File: config.mk
export PLATFORM = sky130hd
export DESIGN_NAME = sa_act_skew_feeder
export DESIGN_NICKNAME = d
export VERILOG_FILES = /design/src/rtl/sa_act_skew_feeder.sv
export SDC_FILE = /design/constraint.sdc
export NUM_CORES = 1
export LEC_CHECK = 0
export ABC_AREA = 0
export CAP_MARGIN = 20
export CORE_UTILIZATION = 40
export DETAILED_ROUTE_END_ITERATION = 8
export SLEW_MARGIN = 20
export SYNTH_ARGS = -nofsm -noshare
export SYNTH_HDL_FRONTEND = slang
export SYNTH_SLANG_ARGS = --single-unit
File: constraint.sdc
create_clock -name i_clk -period 11.72 [get_ports i_clk]
set_input_delay 2.344 -clock i_clk [delete_from_list [all_inputs] [get_ports i_clk]]
set_output_delay 2.344 -clock i_clk [all_outputs]
set_load 0.1 [all_outputs]
File: src/rtl/sa_act_skew_feeder.sv
// Activation feeder for a weight-stationary systolic array: buffers input vectors in a
// small FIFO, pops one per cycle and skews lane i by i cycles into a diagonal wavefront.

module sa_act_skew_lane #(
  parameter int DATA_W = 8,
  parameter int STAGES = 1
) (
  input  logic              i_clk,
  input  logic              i_rst,
  input  logic              i_vld,
  input  logic [DATA_W-1:0] i_data,
  output logic              o_vld,
  output logic [DATA_W-1:0] o_data
);
  logic [STAGES-1:0][DATA_W-1:0] r_data;
  logic [STAGES-1:0]             r_vld_pipe;

  // Shifts every cycle regardless of hold so bubbles keep flowing toward the array.
  always_ff @(posedge i_clk) begin
    if (i_rst) begin
      r_data     <= '0;
      r_vld_pipe <= '0;
    end else begin
      r_data[0]     <= i_data;
      r_vld_pipe[0] <= i_vld;
      for (int s = 1; s < STAGES; s++) begin
        r_data[s]     <= r_data[s-1];
        r_vld_pipe[s] <= r_vld_pipe[s-1];
      end
    end
  end

  assign o_data = r_data[STAGES-1];
  assign o_vld  = r_vld_pipe[STAGES-1];
endmodule

module sa_act_skew_feeder #(
  parameter int DATA_W     = 8,
  parameter int N          = 16,
  parameter int FIFO_DEPTH = 4
) (
  input  logic                       i_clk,
  input  logic                       i_rst,
  input  logic                       i_in_valid,
  output logic                       o_in_ready,
  input  logic [N-1:0][DATA_W-1:0]   i_in_act,
  input  logic                       i_in_last,
  input  logic                       i_hold,
  output logic [N-1:0][DATA_W-1:0]   o_act_out,
  output logic [N-1:0]               o_row_valid,
  output logic                       o_valid_out,
  output logic                       o_busy,
  output logic                       o_done
);
  localparam int PTR_W  = $clog2(FIFO_DEPTH);
  localparam int CNT_W  = $clog2(FIFO_DEPTH + 1);
  localparam int DCNT_W = (N > 1) ? $clog2(N) : 1;

  localparam logic [1:0] S_IDLE   = 2'd0;
  localparam logic [1:0] S_STREAM = 2'd1;
  localparam logic [1:0] S_DRAIN  = 2'd2;

  typedef struct packed {
    logic [N-1:0][DATA_W-1:0] act;
    logic                     last;
  } vec_t;

  vec_t                      r_mem [FIFO_DEPTH];
  logic [PTR_W-1:0]          r_wr_ptr, r_rd_ptr;
  logic [CNT_W-1:0]          r_count;
  logic [1:0]                r_state;
  logic [DCNT_W-1:0]         r_drain_cnt;
  logic                      r_drain_run;

  logic                      w_push, w_pop, w_pop_last;
  vec_t                      w_head;
  logic [N-1:0][DATA_W-1:0]  w_stage0;

  function automatic logic [PTR_W-1:0] ptr_inc(input logic [PTR_W-1:0] p);
    return (p == PTR_W'(FIFO_DEPTH - 1)) ? '0 : p + 1'b1;
  endfunction

  // Registered count only: a same-cycle pop never reopens a full FIFO.
  assign o_in_ready = (r_count < CNT_W'(FIFO_DEPTH)) && (r_state != S_DRAIN);
  assign w_push     = i_in_valid & o_in_ready;
  assign w_pop      = (r_count != '0) & ~i_hold;
  assign w_head     = r_mem[r_rd_ptr];
  assign w_pop_last = w_pop & w_head.last;
  assign w_stage0   = w_pop ? w_head.act : '0;

  always_ff @(posedge i_clk) begin
    if (w_push) r_mem[r_wr_ptr] <= {i_in_act, i_in_last};
  end

  always_ff @(posedge i_clk) begin
    if (i_rst) begin
      r_wr_ptr <= '0;
      r_rd_ptr <= '0;
      r_count  <= '0;
    end else begin
      if (w_push) r_wr_ptr <= ptr_inc(r_wr_ptr);
      if (w_pop)  r_rd_ptr <= ptr_inc(r_rd_ptr);
      case ({w_push, w_pop})
        2'b10:   r_count <= r_count + 1'b1;
        2'b01:   r_count <= r_count - 1'b1;
        default: r_count <= r_count;
      endcase
    end
  end

  // Drain counter tracks the last vector across the skew so done lines up with lane N-1.
  always_ff @(posedge i_clk) begin
    if (i_rst) begin
      r_state     <= S_IDLE;
      r_drain_cnt <= '0;
      r_drain_run <= 1'b0;
    end else begin
      case (r_state)
        S_IDLE: begin
          if (w_push) r_state <= i_in_last ? S_DRAIN : S_STREAM;
        end
        S_STREAM: begin
          if (w_push && i_in_last) r_state <= S_DRAIN;
        end
        S_DRAIN: begin
          if (o_done) begin
            r_state     <= S_IDLE;
            r_drain_run <= 1'b0;
          end else if (r_drain_run) begin
            r_drain_cnt <= r_drain_cnt - 1'b1;
          end else if (w_pop_last) begin
            r_drain_run <= 1'b1;
            r_drain_cnt <= DCNT_W'(N - 1);
          end
        end
        default: r_state <= S_IDLE;
      endcase
    end
  end

  assign o_done      = (r_state == S_DRAIN) && r_drain_run && (r_drain_cnt == '0);
  assign o_busy      = (r_state != S_IDLE);
  assign o_valid_out = o_row_valid[0];

  for (genvar g = 0; g < N; g++) begin : g_lane
    sa_act_skew_lane #(.DATA_W(DATA_W), .STAGES(g + 1)) u_lane (
      .i_clk  (i_clk),
      .i_rst  (i_rst),
      .i_vld  (w_pop),
      .i_data (w_stage0[g]),
      .o_vld  (o_row_valid[g]),
      .o_data (o_act_out[g])
    );
  end
endmodule

# [Yosys cells after proc, flatten, opt, wreduce, memory -nomap -nowiden]
# Memories as Yosys holds them, arrays and structs flattened. A register that Yosys moved wholly into a read port is not among the register bits.
# Index checks and enable logic that the tools add are counted.
[op_classes] n_addsub=5 n_lt_le_gt_ge=1 muxes=17 eq_ne=10 n_bitwise=6 n_reduce_logical=13
[op_table] cell="2-bit 2-to-1 mux" count=8
[op_table] cell="2-bit == test, second input constant" count=4
[op_table] cell="4-bit 2-to-1 mux" count=2
[op_table] cell="2-bit inequality test, second input constant" count=4
[op_table] cell="2-bit one-hot mux with 3 select lines" count=1
[op_table] cell="3-bit one-hot mux with 2 select lines" count=1
[op_table] cell="3-bit AND reduction" count=2
[op_table] cell="2-bit nonzero test" count=3
[op_table] cell="1-bit 2-to-1 mux" count=5
[op_table] cell="2-bit by 1-bit adder with 2-bit output, second input constant" count=2
[op_table] cell="2-bit by 1-bit == test with 1-bit output, second input constant" count=2
[op_table] cell="1-bit logical AND" count=4
[op_table] cell="4-bit zero test" count=1
[op_table] cell="4-bit by 1-bit subtractor with 4-bit output, second input constant" count=1
[op_table] cell="3-bit by 1-bit adder with 3-bit output, second input constant" count=1
[op_table] cell="1-bit AND" count=3
[op_table] cell="3-bit < comparator, second input constant" count=1
[op_table] cell="1-bit inverter" count=3
[op_table] cell="3-bit nonzero test" count=1
[op_table] cell="3-bit by 1-bit subtractor with 3-bit output, second input constant" count=1
[op_table] cell="2-bit zero test" count=1
[op_table] cell="2-bit OR reduction" count=1
[totals] regBits=1238 wordCells=211 mem_count=1 mem_bits_rw=516
[memory_table] memory="r_mem" depth=4 word_bits=129 read_ports=1 rd_clocked_by_memory_dff=1 write_ports=1 line_no="68" text="vec_t r_mem [FIFO_DEPTH];"

# [Longest topological paths before layout]
# Gate-level depths: netlist of the first run.
[depth] word_depth=6 ltp_mapped=9

# [Cells and area by module]
# Synthesis of the first run repeated with hierarchy kept, for this count alone.
[hier_totals] hier_cells=3617 hier_area_um2=54925.2
[by_module_without_submodules] mod="sa_act_skew_feeder" area_per_inst_um2=20383.3 cells_each=920 n_inst=1
[by_module_without_submodules] mod="sa_act_skew_lane at g_lane[15].u_lane" area_per_inst_um2=4110.2 cells_each=312 n_inst=1
[by_module_without_submodules] mod="sa_act_skew_lane at g_lane[14].u_lane" area_per_inst_um2=3816.2 cells_each=293 n_inst=1
[by_module_without_submodules] mod="sa_act_skew_lane at g_lane[13].u_lane" area_per_inst_um2=3555.9 cells_each=274 n_inst=1
[by_module_without_submodules] mod="sa_act_skew_lane at g_lane[12].u_lane" area_per_inst_um2=3285.7 cells_each=255 n_inst=1
[by_module_without_submodules] mod="sa_act_skew_lane at g_lane[11].u_lane" area_per_inst_um2=3007.9 cells_each=236 n_inst=1
[by_module_without_submodules] mod="sa_act_skew_lane at g_lane[10].u_lane" area_per_inst_um2=2735.1 cells_each=217 n_inst=1
[by_module_without_submodules] mod="sa_act_skew_lane at g_lane[9].u_lane" area_per_inst_um2=2537.4 cells_each=198 n_inst=1
[by_module_without_submodules] mod="sa_act_skew_lane at g_lane[8].u_lane" area_per_inst_um2=2289.7 cells_each=179 n_inst=1
[by_module_without_submodules] mod="sa_act_skew_lane at g_lane[7].u_lane" area_per_inst_um2=2042.0 cells_each=160 n_inst=1
[by_module_without_submodules] mod="sa_act_skew_lane at g_lane[6].u_lane" area_per_inst_um2=1745.4 cells_each=140 n_inst=1
[by_module_without_submodules] mod="sa_act_skew_lane at g_lane[5].u_lane" area_per_inst_um2=1503.9 cells_each=121 n_inst=1
[by_module_without_submodules] mod="sa_act_skew_lane at g_lane[4].u_lane" area_per_inst_um2=1262.5 cells_each=102 n_inst=1
[by_module_without_submodules] mod="sa_act_skew_lane at g_lane[3].u_lane" area_per_inst_um2=1054.8 cells_each=83 n_inst=1
[by_module_without_submodules] mod="3 more rows"

# [Worst setup path before layout of the first run]
# No wires, ideal clock.
[synth_path] path_kind="in2reg" from="input port i_in_valid" to="memory r_mem[0][0] (netlist bit) (enable)" cell_stages=2 path_slack_ps=5519 required_time_ps=11217 n_path_buf=0 setup_ps=503 arrival_time_ps=5697 cell_sequence="nor3b_4 > and2_1"
[synth_via] elab_chain_cells=3
[synth_lines] element="from (decl)" line_no="44" text="input logic i_in_valid,"
[synth_lines] element="1-bit AND" line_no="85" text="assign w_push = i_in_valid & o_in_ready;"
[synth_lines] element="1-bit 2-to-1 mux" line_no="92" text="if (w_push) r_mem[r_wr_ptr] <= {i_in_act, i_in_last};"
[synth_lines] element="1-bit 2-to-1 mux (not written as such)" line_no="92"
[synth_lines] element="to (decl)" line_no="68"
# Every way passes these cells.

# [Worst setup path in the final report of the first run]
[layout_path] from="register r_drain_cnt[0]" to="output port o_done"
[layout_via] elab_chain_cells=2
[layout_lines] element="from (decl)" line_no="72" text="logic [DCNT_W-1:0] r_drain_cnt;"
[layout_lines] element="from (signal assigned)" line_no="130" text="r_drain_cnt <= r_drain_cnt - 1'b1;"
[layout_lines] element="from (signal assigned)" line_no="133" text="r_drain_cnt <= DCNT_W'(N - 1);"
[layout_lines] element="4-bit zero test" line_no="141" text="assign o_done = (r_state == S_DRAIN) && r_drain_run && (r_drain_cnt == '0);"
[layout_lines] element="1-bit logical AND" line_no="141"
[layout_lines] element="to (decl)" line_no="53" text="output logic o_done"
# Every way passes these cells.

==> results of run 1 <==
-- power by group --
group / total [mW] / leakage (nW) / switching (mW) / internal (mW)
Clock: 5.06 / 2.63 / 2.09 / 2.97
Sequential: 6.31 / 13.8 / 0.115 / 6.20
Combinational: 1.01 / 4.63 / 0.546 / 0.461
-- layout by cell type (no fill, tap or decap), types with 9 or more instances in the layout --
master and count:
clkbuf_8 33, nor2b_1 976, mux4_2 129, clkbuf_16 173
dfxtp_1 1118, clkdlybuf4s50_1 277, nor2_1 13, inv_1 9
buf_4 25, clkinv_2 22, edfxtp_1 516, clkbuf_1 55
and2_1 128
-- layout make-up --
cell class	instances	area [um2]	share of cell area
Sequential cell	1636	37900	0.646
Multi-Input combinational cell	1301	10300	0.176
Clock buffer	261	4990	0.0850
Timing Repair Buffer	304	3000	0.0511
Tap cell	1637	2050	0.0349
Clock inverter	43	365	0.00623
Inverter	9	33.8	0.000576
Antenna cell	3	7.51	0.000128
-- layer usage --
layer | GRT usage | vias up
li1 | - | 10900
met1 | 0.159 | 10500
met2 | 0.202 | 385
met3 | 0.0449 | 178
met4 | 0.0491 | 34
met5 | 0 | -
-- metrics by stage --
| stage | power [mW] | worst slack (ns) | cell area (um2) | utilization |
|---|---|---|---|---|
| finish | 12.4 | 6.30 | 58700 | 0.475 |
| global route | 12.9 | 6.10 | 58700 | 0.474 |
| CTS | 12.6 | 6.21 | 58700 | 0.474 |
| detailed placement | 7.48 | 5.81 | 53300 | 0.431 |
| global placement | 7.46 | 5.84 | 53300 | 0.431 |
| floorplan | 7.19 | 5.52 | 49900 | - |
-- worst reg2reg max path, stage by stage (launching register included) --
cell     delay, ns
dfxtp_1       0.36
and2b_1       0.26
nor3b_4       0.46
and2_4        0.69
buf_4         0.68
buf_4         0.78
-- worst max-delay path by stage --
stage               depth (start not counted)           end
floorplan                                   2   r_mem[0][0]
global placement                            5  r_mem[2][36]
detailed placement                          5  r_mem[2][36]
CTS                                         5        o_done
global route                                5        o_done
finish                                      5        o_done
-- logic make-up (layout without fill, tap and decap cells) --
family,Yosys count,count (layout),share of synthesized area
buffers and inverters,297,617,0.0332
other,0,3,0
AOI/OAI and AO/OA,19,19,0.00251
xor gates and xnor gates,3,3,0.000527
muxes,131,131,0.0587
and+or+nand+nor,1139,1139,0.142
adders and majority gates,9,9,0.00241
DFF,1636,1636,0.760
-- Yosys cell counts (all sizes together) --
library cell,instances,area (um2)
dfxtp,1120,22400
nor2b,976,6110
edfxtp,516,15500
buf,164,1160
and2,132,826
mux4,129,2910
clkbuf,124,465
nor2,13,48.8
inv,9,33.8
ha,8,100
a21oi,7,35.0
nor3,5,25.0
o21ai,4,20.0
nand2,3,11.3
or3,3,18.8
a31oi,2,12.5
mux2i,2,20.0
nand3b,2,15.0
nor3b,2,26.3
o21a,2,15.0
xor2,2,17.5
a2111oi,1,10.0
a21bo,1,10.0
and2b,1,7.51
fa,1,20.0
nand2b,1,6.26
o21ba,1,10.0
o31ai,1,12.5
or2,1,6.26
xnor2,1,8.76
-- sequential cells by signal (all words and copies together), names as in the netlist, named ones only --
signal and flops:
g_lane.u_lane.r_data 960, r_wr_ptr 2, r_drain_cnt 4, g_lane.u_lane.o_data 128, r_state 2, r_drain_run 1
r_count 3, r_mem 516, r_rd_ptr 2, g_lane.u_lane.r_vld_pipe 16
==> summary.md, run 1 <==
| Metric | Value |
|---|---|
| Status | finished clean |
| Die ar. | 0.126 mm2 |
| CP top delay family | buffers and inverters |
| Mapped Nets | 3,376 |
| I/O Buffers | 280 |
| Max_cap viols | 0 |
| CP arrival | ~3.1 ns |
| Total instance count after detailed placement | 4,887 |
| Worst-path cell chain | inv_1 -> ha_1 -> nor3b_1 -> nor2b_1 -> clkdlybuf4s50_1 |
| Worst Path Buf+Inv | 2 |
| Hold Path End | g_lane[13].u_lane.r_data[73] |
| Peak fanout along the critical path | 4 |
| CP max stage delay | 1.15 ns |
| Share of cells above drive strength 1 | 0.116 |
| Core area | ~0.12 mm2 |
| Worst rel slew slack | 0.311 |
| Final count of hold timing violations | 0 |
| Worst R2R Path Depth | 5 |
| Worst Path Required | 9.38 ns |
| # resized after CTS | 0 |
| Wirelength per Cell | 15.2 um |
| Syn_area_per_cell | between 15 and 20 um2 |
| CP max-delay cell | clkdlybuf4s50_1 |
| Crit. End Element | output pin |
| Mapped Cells | 3,234 |
| CTS Buf Count | 164 |
| Period utilization | 0.462 |
| Initial core utilization | 0.403 |
| Pwr per Cell Area | 211 mW/mm2 |
| Non-Filler Instances | roughly 5,200 |
| # clock sinks | 1,636 |
| Pleak | between 20 and 25 nW |
| Filler cell count | 10,700 |
| Setup Skew | 0.0216 ns |
| Hold path startpoint | g_lane[13].u_lane.r_data[65] |
| Nets | 3,558 |
| Min cycle time layout | 5.42 ns |
| Uppermost layer routed | met5 |
| RSZ-0062 raised after global routing | no |
| Root buffer cell | clkbuf_16 |
| Clock latency on the worst-skew pair | 0.78 ns |
| DRT Pass-1 Iters | 4 |
| Syn Std Cell Area | 0.0499 mm2 |
| Die W | 355 um |
| Io pins | roughly 280 |
| # rows | between 100 and 150 |
| Final hold slack | 0.417 ns |
| CP startpoint kind | flip-flop |
| Synth-to-Final Area Change | 17.7% |
| Synth warn | 0 |
| WL met1 | between 30 and 40 mm |
| Placer Congestion | 0.698 |
| First-pass GRT wire length | about 120 mm |
| Sequential cell area fraction in the yosys report | 0.760 |
| Fin. max-slew vios | 0 |
| Final number of setup-violating endpoints | 0 |
| Reg clk slew, reported paths | 0.06 ns |
| CTS tree | yes |
| Least-Margin Pin Slew | 1.03 ns |
| GR Util All Layers | 0.128 |
| Via Count | 22,100 |
| Vias in the first global route | 21,800 |
| Largest net degree at the start of global routing | 164 |
| Worst vdd ir | about 0.15 mV |
| Max Freq | around 180 MHz |
| DR WL met3 | slightly above 5 mm |
| Kind of critical path | reg -> out |
| Post-synth cell types | 33 |
| Drt drc | 0 |
| Number of vias per cell | 4.25 |
| Worst r2r dst | r_mem[0][51] |
| Hold depth | 1 |
| Reg-to-Reg Start | r_state[0] |
| Starting DRC count in detailed routing | 1,109 |
| Die Ht | 355 um |
| DP HPWL | 42.4 mm |
| Fin Setup TNS | 0 ns |
| R2r setup slk | 8.10 ns |
| CTS Hold Buffers Added | 0 |
| Antenna violations before repair | 26 |
| Antenna-violating nets left | 0 |
| Max clock buf depth | 3 |
| Total grt overflow | 0 |
| Metal2 WL | 36.5 mm |
| H-tree levels | 4 |
| Total wire length | between 70 and 80 mm |
| Worst hold path type | reg -> reg |
| #FFs+latches synth | 1,636 |
| Setup bufs post-CTS | 0 |
| CP startpoint | r_drain_cnt[0] |
Note: power is estimated with default switching activity, not from simulation.
==> run 2, diff against run 1 <==
Clock period 11.72 ns to 4.8 ns, I/O delays scaled along.
==> summary.md, run 2 (same netlist as run 1, synthesis figures left out) <==
| Metric | Value |
|---|---|
| Share of cells above drive strength 1 | 0.121 (was 0.116) |
| Reg clk slew, reported paths | 0.06 ns (about the same) |
| RSZ-0062 raised after global routing | no (unchanged) |
| CP startpoint kind | flip-flop (unchanged) |
| Antenna-violating nets left | 0 (unchanged) |
| Commonest non-fill, non-tap cell in the layout | dfxtp_1 (unchanged) |
| Worst rel slew slack | 0.304 (was 0.311) |
| Total wire length | 78.0 mm (was 78.8 mm) |
| Wirelength per Cell | 15.0 um (was 15.2 um) |
| Final count of hold timing violations | 0 (unchanged) |
| CP max-delay cell | clkdlybuf4s50_1 (unchanged) |
| Max_cap viols | 0 (unchanged) |
| Placer Congestion | 0.682 (was 0.698) |
| Pleak | 21.2 nW (was 21.0 nW) |
| Die ar. | 0.126 mm2 (unchanged) |
| Synth-to-Final Area Change | 18.4% (was 17.7%) |
| Worst vdd ir | 0.352 mV (was 0.148 mV) |
| CP max stage delay | 1.14 ns (was 1.15 ns) |
| Largest net degree at the start of global routing | 191 (was 164) |
| CTS Hold Buffers Added | 0 (unchanged) |
| DRT Pass-1 Iters | 7 (was 4) |
| Pwr per Cell Area | 518 mW/mm2 (was 211 mW/mm2) |
| Starting DRC count in detailed routing | 1,232 (was 1,109) |
| Core area | 0.124 mm2 (unchanged) |
| Max Freq | 249 MHz |
| Die Ht | 355 um (unchanged) |
| Setup Skew | 0.0253 ns (was 0.0216 ns) |
| # clock sinks | 1,636 (unchanged) |
| Antenna violations before repair | 22 (was 26) |
| Total grt overflow | 0 (unchanged) |
| CP top delay family | buffers and inverters (unchanged) |
| Design Power | 30.6 mW (was 12.4 mW) |
| Worst Path Required | 3.84 ns (was 9.38 ns) |
| Vias in the first global route | 21,700 (was 21,800) |
| CTS Buf Count | 165 (was 164) |
| Status | finished clean (unchanged) |
| Max clock buf depth | 3 (unchanged) |
| Worst-path cell chain | inv_1 -> ha_1 -> nor3b_1 -> nor2b_1 -> clkdlybuf4s50_1 (unchanged) |
| Worst Path Buf+Inv | 2 (unchanged) |
| Drt drc | 0 (unchanged) |
| H-tree levels | 4 (unchanged) |
| Clock latency on the worst-skew pair | 0.78 ns (about the same) |
| I/O Buffers | 280 (unchanged) |
| First-pass GRT wire length | 121 mm (was 123 mm) |
| Fin. max-slew vios | 0 (unchanged) |
| Crit. End Element | output pin (unchanged) |
| Worst hold path type | reg -> reg (unchanged) |
| Largest register FFs | 960 (unchanged) |
| Kind of critical path | reg -> out (unchanged) |
| Nets | 3,564 (was 3,558) |
| Period utilization | 0.836 |
| # rows | 129 (unchanged) |
| Peak fanout along the critical path | 4 (unchanged) |
| Initial core utilization | 0.403 (unchanged) |
| Io pins | 281 (unchanged) |
| Root buffer cell | clkbuf_16 (unchanged) |
| CTS tree | yes (unchanged) |
| # resized after CTS | 0 (unchanged) |
| Final number of setup-violating endpoints | 0 (unchanged) |
| DP HPWL | 40.9 mm (was 42.4 mm) |
| Fin Setup TNS | 0 ns (unchanged) |
| Via Count | 22,100 (about the same) |
| GR Util All Layers | 0.125 (was 0.128) |
| Setup bufs post-CTS | 0 (unchanged) |
| Top reg by flops | g_lane.u_lane.r_data (unchanged) |
| Min cycle time layout | between 4 and 5 ns |
| Die W | 355 um (unchanged) |
| CP arrival | 3.05 ns (was 3.07 ns) |
| Most frequent cells in the layout | 1,118 x dfxtp_1, 976 x nor2b_1, 516 x edfxtp_1 (unchanged) |
| Least-Margin Pin Slew | 1.04 ns (was 1.03 ns) |
| Number of vias per cell | 4.25 (about the same) |
==> run 2: cell count changes in the layout (fill, tap and decap cells not counted), moves of 4 or more <==
cell,before,now
buf_12,1,17
buf_4,25,14
bufinv_16,2,8
clkbuf_1,55,38
clkbuf_16,173,167
clkinv_1,2,10
inv_16,0,4
inv_6,6,11
==> run 2: cell type report <==
| type | instances | area (um2) |
|---|---|---|
| Clock inverter | 67 | 728 |
| Multi-Input combinational cell | 1301 | 10300 |
| Fill cell | 10600 | 64600 |
| Tap cell | 1637 | 2050 |
| Sequential cell | 1636 | 37900 |
| Timing Repair Buffer | 309 | 3230 |
| Clock buffer | 238 | 4770 |
| Inverter | 9 | 33.8 |
| Antenna cell | 4 | 10.0 |
==> run 2: metrics by stage <==
stage	area [um2]	hold slack, ns	setup WS, ns	utilization	cells
final	59100	0.419	0.786	0.478	5201
after global routing	59000	0.437	0.649	0.478	5197
after CTS	59000	0.415	0.728	0.478	5197
after detailed placement	53500	0.420	1.50	0.433	4892
after global placement	53500	0.415	1.49	0.433	4892
after floorplan	49900	0.414	1.40	-	3234
==> run 2: final timing paths <==
path                                      from                           end  slack [ns]  cells after the start
hold / removal    g_lane[15].u_lane.r_data[40]  g_lane[15].u_lane.r_data[48]        0.42                      1
hold reg to reg   g_lane[15].u_lane.r_data[40]  g_lane[15].u_lane.r_data[48]        0.42                      1
setup / recovery                r_drain_cnt[0]                        o_done        0.79                      5
setup reg to reg                    r_state[0]                 r_mem[2][106]        2.38                      5
==> run 2: power by group <==
part | leakage, nW | switching, mW | internal (mW)
Sequential | 13.8 | 0.210 | 15.1
Clock | 2.70 | 5.26 | 7.41
Combinational | 4.72 | 1.39 | 1.18
Total | 21.2 | 6.86 | 23.7
==> run 2: layer usage <==
layer	up-vias	global-route usage	share of wire
met5	-	0	0.0023
met4	28	0.0479	0.025
met3	162	0.0427	0.063
met2	404	0.199	0.47
met1	10600	0.156	0.44
li1	11000	-	-
==> run 3, diff against run 2 <==
Clock period 4.8 ns to 3.9 ns, I/O delays scaled along.
==> summary.md, run 3 (same netlist as run 1, synthesis figures left out) <==
| Metric | Value |
|---|---|
| Peak fanout along the critical path | 5 (was 4) |
| Worst R2R Path Depth | 4 (was 5) |
| Antenna-violating nets left | 0 (unchanged) |
| Drt drc | 0 (unchanged) |
| RSZ-0062 raised after global routing | no (unchanged) |
| Io pins | 281 (unchanged) |
| Fin. max-slew vios | 0 (unchanged) |
| Max clock buf depth | 3 (unchanged) |
| Worst-path cell chain | and2b_1 -> nor2_1 -> clkdlybuf4s50_1 (was inv_1 -> ha_1 -> nor3b_1 -> nor2b_1 -> clkdlybuf4s50_1) |
| CP top delay family | buffers and inverters (unchanged) |
| Setup bufs post-CTS | 0 (unchanged) |
| Pleak | 21.3 nW (was 21.2 nW) |
| Share of cells above drive strength 1 | 0.125 (was 0.121) |
| GR Util All Layers | 0.127 (was 0.125) |
| Via Count | 22,100 (about the same) |
| Clock latency on the worst-skew pair | 0.77 ns (was 0.78 ns) |
| Wirelength per Cell | 15.1 um (was 15.0 um) |
| Min cycle time layout | 3.39 ns |
| Most frequent cells in the layout | 1,118 x dfxtp_1, 976 x nor2b_1, 516 x edfxtp_1 (unchanged) |
| Die ar. | 0.126 mm2 (unchanged) |
| Placer Congestion | 0.710 (was 0.682) |
| CTS Buf Count | 165 (unchanged) |
| H-tree levels | 4 (unchanged) |
| Top reg by flops | g_lane.u_lane.r_data (unchanged) |
| Total grt overflow | 0 (unchanged) |
| DRT Pass-1 Iters | 6 (was 7) |
| Crit. End Element | output pin (unchanged) |
| Crit. path cell count | 3 (was 5) |
| Reg clk slew, reported paths | 0.06 ns (about the same) |
| First-pass GRT wire length | 123 mm (was 121 mm) |
| Die Ht | 355 um (unchanged) |
| Worst rel slew slack | 0.329 (was 0.304) |
| Max Freq | 295 MHz |
| # clock sinks | 1,636 (unchanged) |
| Final Core Density | 0.480 (was 0.478) |
| I/O Buffers | 280 (unchanged) |
| CTS tree | yes (unchanged) |
| Kind of critical path | reg -> out (unchanged) |
| Total wire length | 79.0 mm (was 78.0 mm) |
| Synth-to-Final Area Change | 18.9% (was 18.4%) |
| Final count of hold timing violations | 0 (unchanged) |
| Status | finished clean (unchanged) |
| Antenna violations before repair | 29 (was 22) |
| Final WS setup | 0.507 ns (was 0.786 ns) |
| Setup slack after placement | 0.776 ns (was 1.50 ns) |
| Least-Margin Pin Slew | 1.00 ns (was 1.04 ns) |
| Fin Setup TNS | 0 ns (unchanged) |
| Number of vias per cell | 4.24 (was 4.25) |
| CP max-delay cell | clkdlybuf4s50_1 (unchanged) |
| Root buffer cell | clkbuf_16 (unchanged) |
| Final number of setup-violating endpoints | 0 (unchanged) |
| Final hold slack | 0.412 ns (was 0.419 ns) |
| Initial core utilization | 0.403 (unchanged) |
| Core area | 0.124 mm2 (unchanged) |
| CP startpoint kind | flip-flop (unchanged) |
| CTS Hold Buffers Added | 0 (unchanged) |
| Starting DRC count in detailed routing | 1,121 (was 1,232) |
| Worst hold path type | reg -> reg (unchanged) |
| DP HPWL | 44.7 mm (was 40.9 mm) |
| Largest net degree at the start of global routing | 159 (was 191) |
| Commonest non-fill, non-tap cell in the layout | dfxtp_1 (unchanged) |
| Worst Path Buf+Inv | 1 (was 2) |
| # rows | 129 (unchanged) |
| Max_cap viols | 0 (unchanged) |
| Die W | 355 um (unchanged) |
| Worst Path Required | 3.12 ns (was 3.84 ns) |
| Setup Skew | 0.0282 ns (was 0.0253 ns) |
| CP max stage delay | 1.14 ns (about the same) |
| Worst vdd ir | 0.462 mV (was 0.352 mV) |
| CP arrival | 2.61 ns (was 3.05 ns) |
| Vias in the first global route | 21,700 (about the same) |
| Filler cell count | 10,700 (was 10,600) |
| Largest register FFs | 960 (unchanged) |
| Period utilization | 0.870 |
| Nets | 3,578 (was 3,564) |
| # resized after CTS | 0 (unchanged) |
| Hold depth | 1 (unchanged) |
| Pwr per Cell Area | 635 mW/mm2 (was 518 mW/mm2) |
[run 3: cell types whose count changed in the layout (fill, tap and decap cells not counted), sizes merged]
cell           previous run  this run
buf                      32        48
inv                      27        20
clkbuf                  238       244
clkinv                   38        43
clkdlybuf4s50           277       275
bufinv                    8         7
diode                     4         3
[run 3: report_power, final]
group / total [mW] / leakage, nW / internal, mW / switching, mW
Sequential: 19.0 / 13.8 / 18.6 / 0.331
Clock: 15.6 / 2.72 / 9.19 / 6.38
Combinational: 3.17 / 4.83 / 1.50 / 1.67
[run 3: metrics by stage]
stage	area [um2]	std cells	total power, mW
6_report	59300	5217	37.7
4_1_cts	59300	5214	38.3
3_5_place_dp	53800	4906	22.6
5_1_grt	59300	5215	39.3
2_1_floorplan	49900	3234	21.6
3_3_place_gp	53800	4906	22.5
[run 3: cell type report]
cell class	count	area, um2	area share
Clock inverter	64	657	0.0111
Tap cell	1637	2050	0.0345
Multi-Input combinational cell	1301	10300	0.174
Timing Repair Buffer	323	3460	0.0583
Antenna cell	3	7.51	0.000127
Sequential cell	1636	37900	0.639
Inverter	9	33.8	0.000570
Clock buffer	244	4870	0.0821
[run 3: path summary, 6_finish.rpt]
| check | startpoint | endpoint | slack, ns |
|---|---|---|---|
| worst min register to register | g_lane[13].u_lane.r_data[76] | g_lane[13].u_lane.r_data[84] | 0.41 |
| worst max register to register | r_state[0] | r_mem[1][111] | 1.49 |
| worst max-delay path | r_state[0] | o_in_ready | 0.51 |
| worst min-delay path | g_lane[13].u_lane.r_data[76] | g_lane[13].u_lane.r_data[84] | 0.41 |
[run 3: routing by layer]
layer | vias to the layer above | wire, um | global-route usage
met3 | 166 | 4930 | 0.0431
met2 | 427 | 35900 | 0.198
li1 | 11000 | - | -
met4 | 34 | 1920 | 0.0478
met1 | 10500 | 36000 | 0.163
met5 | - | 212 | 0
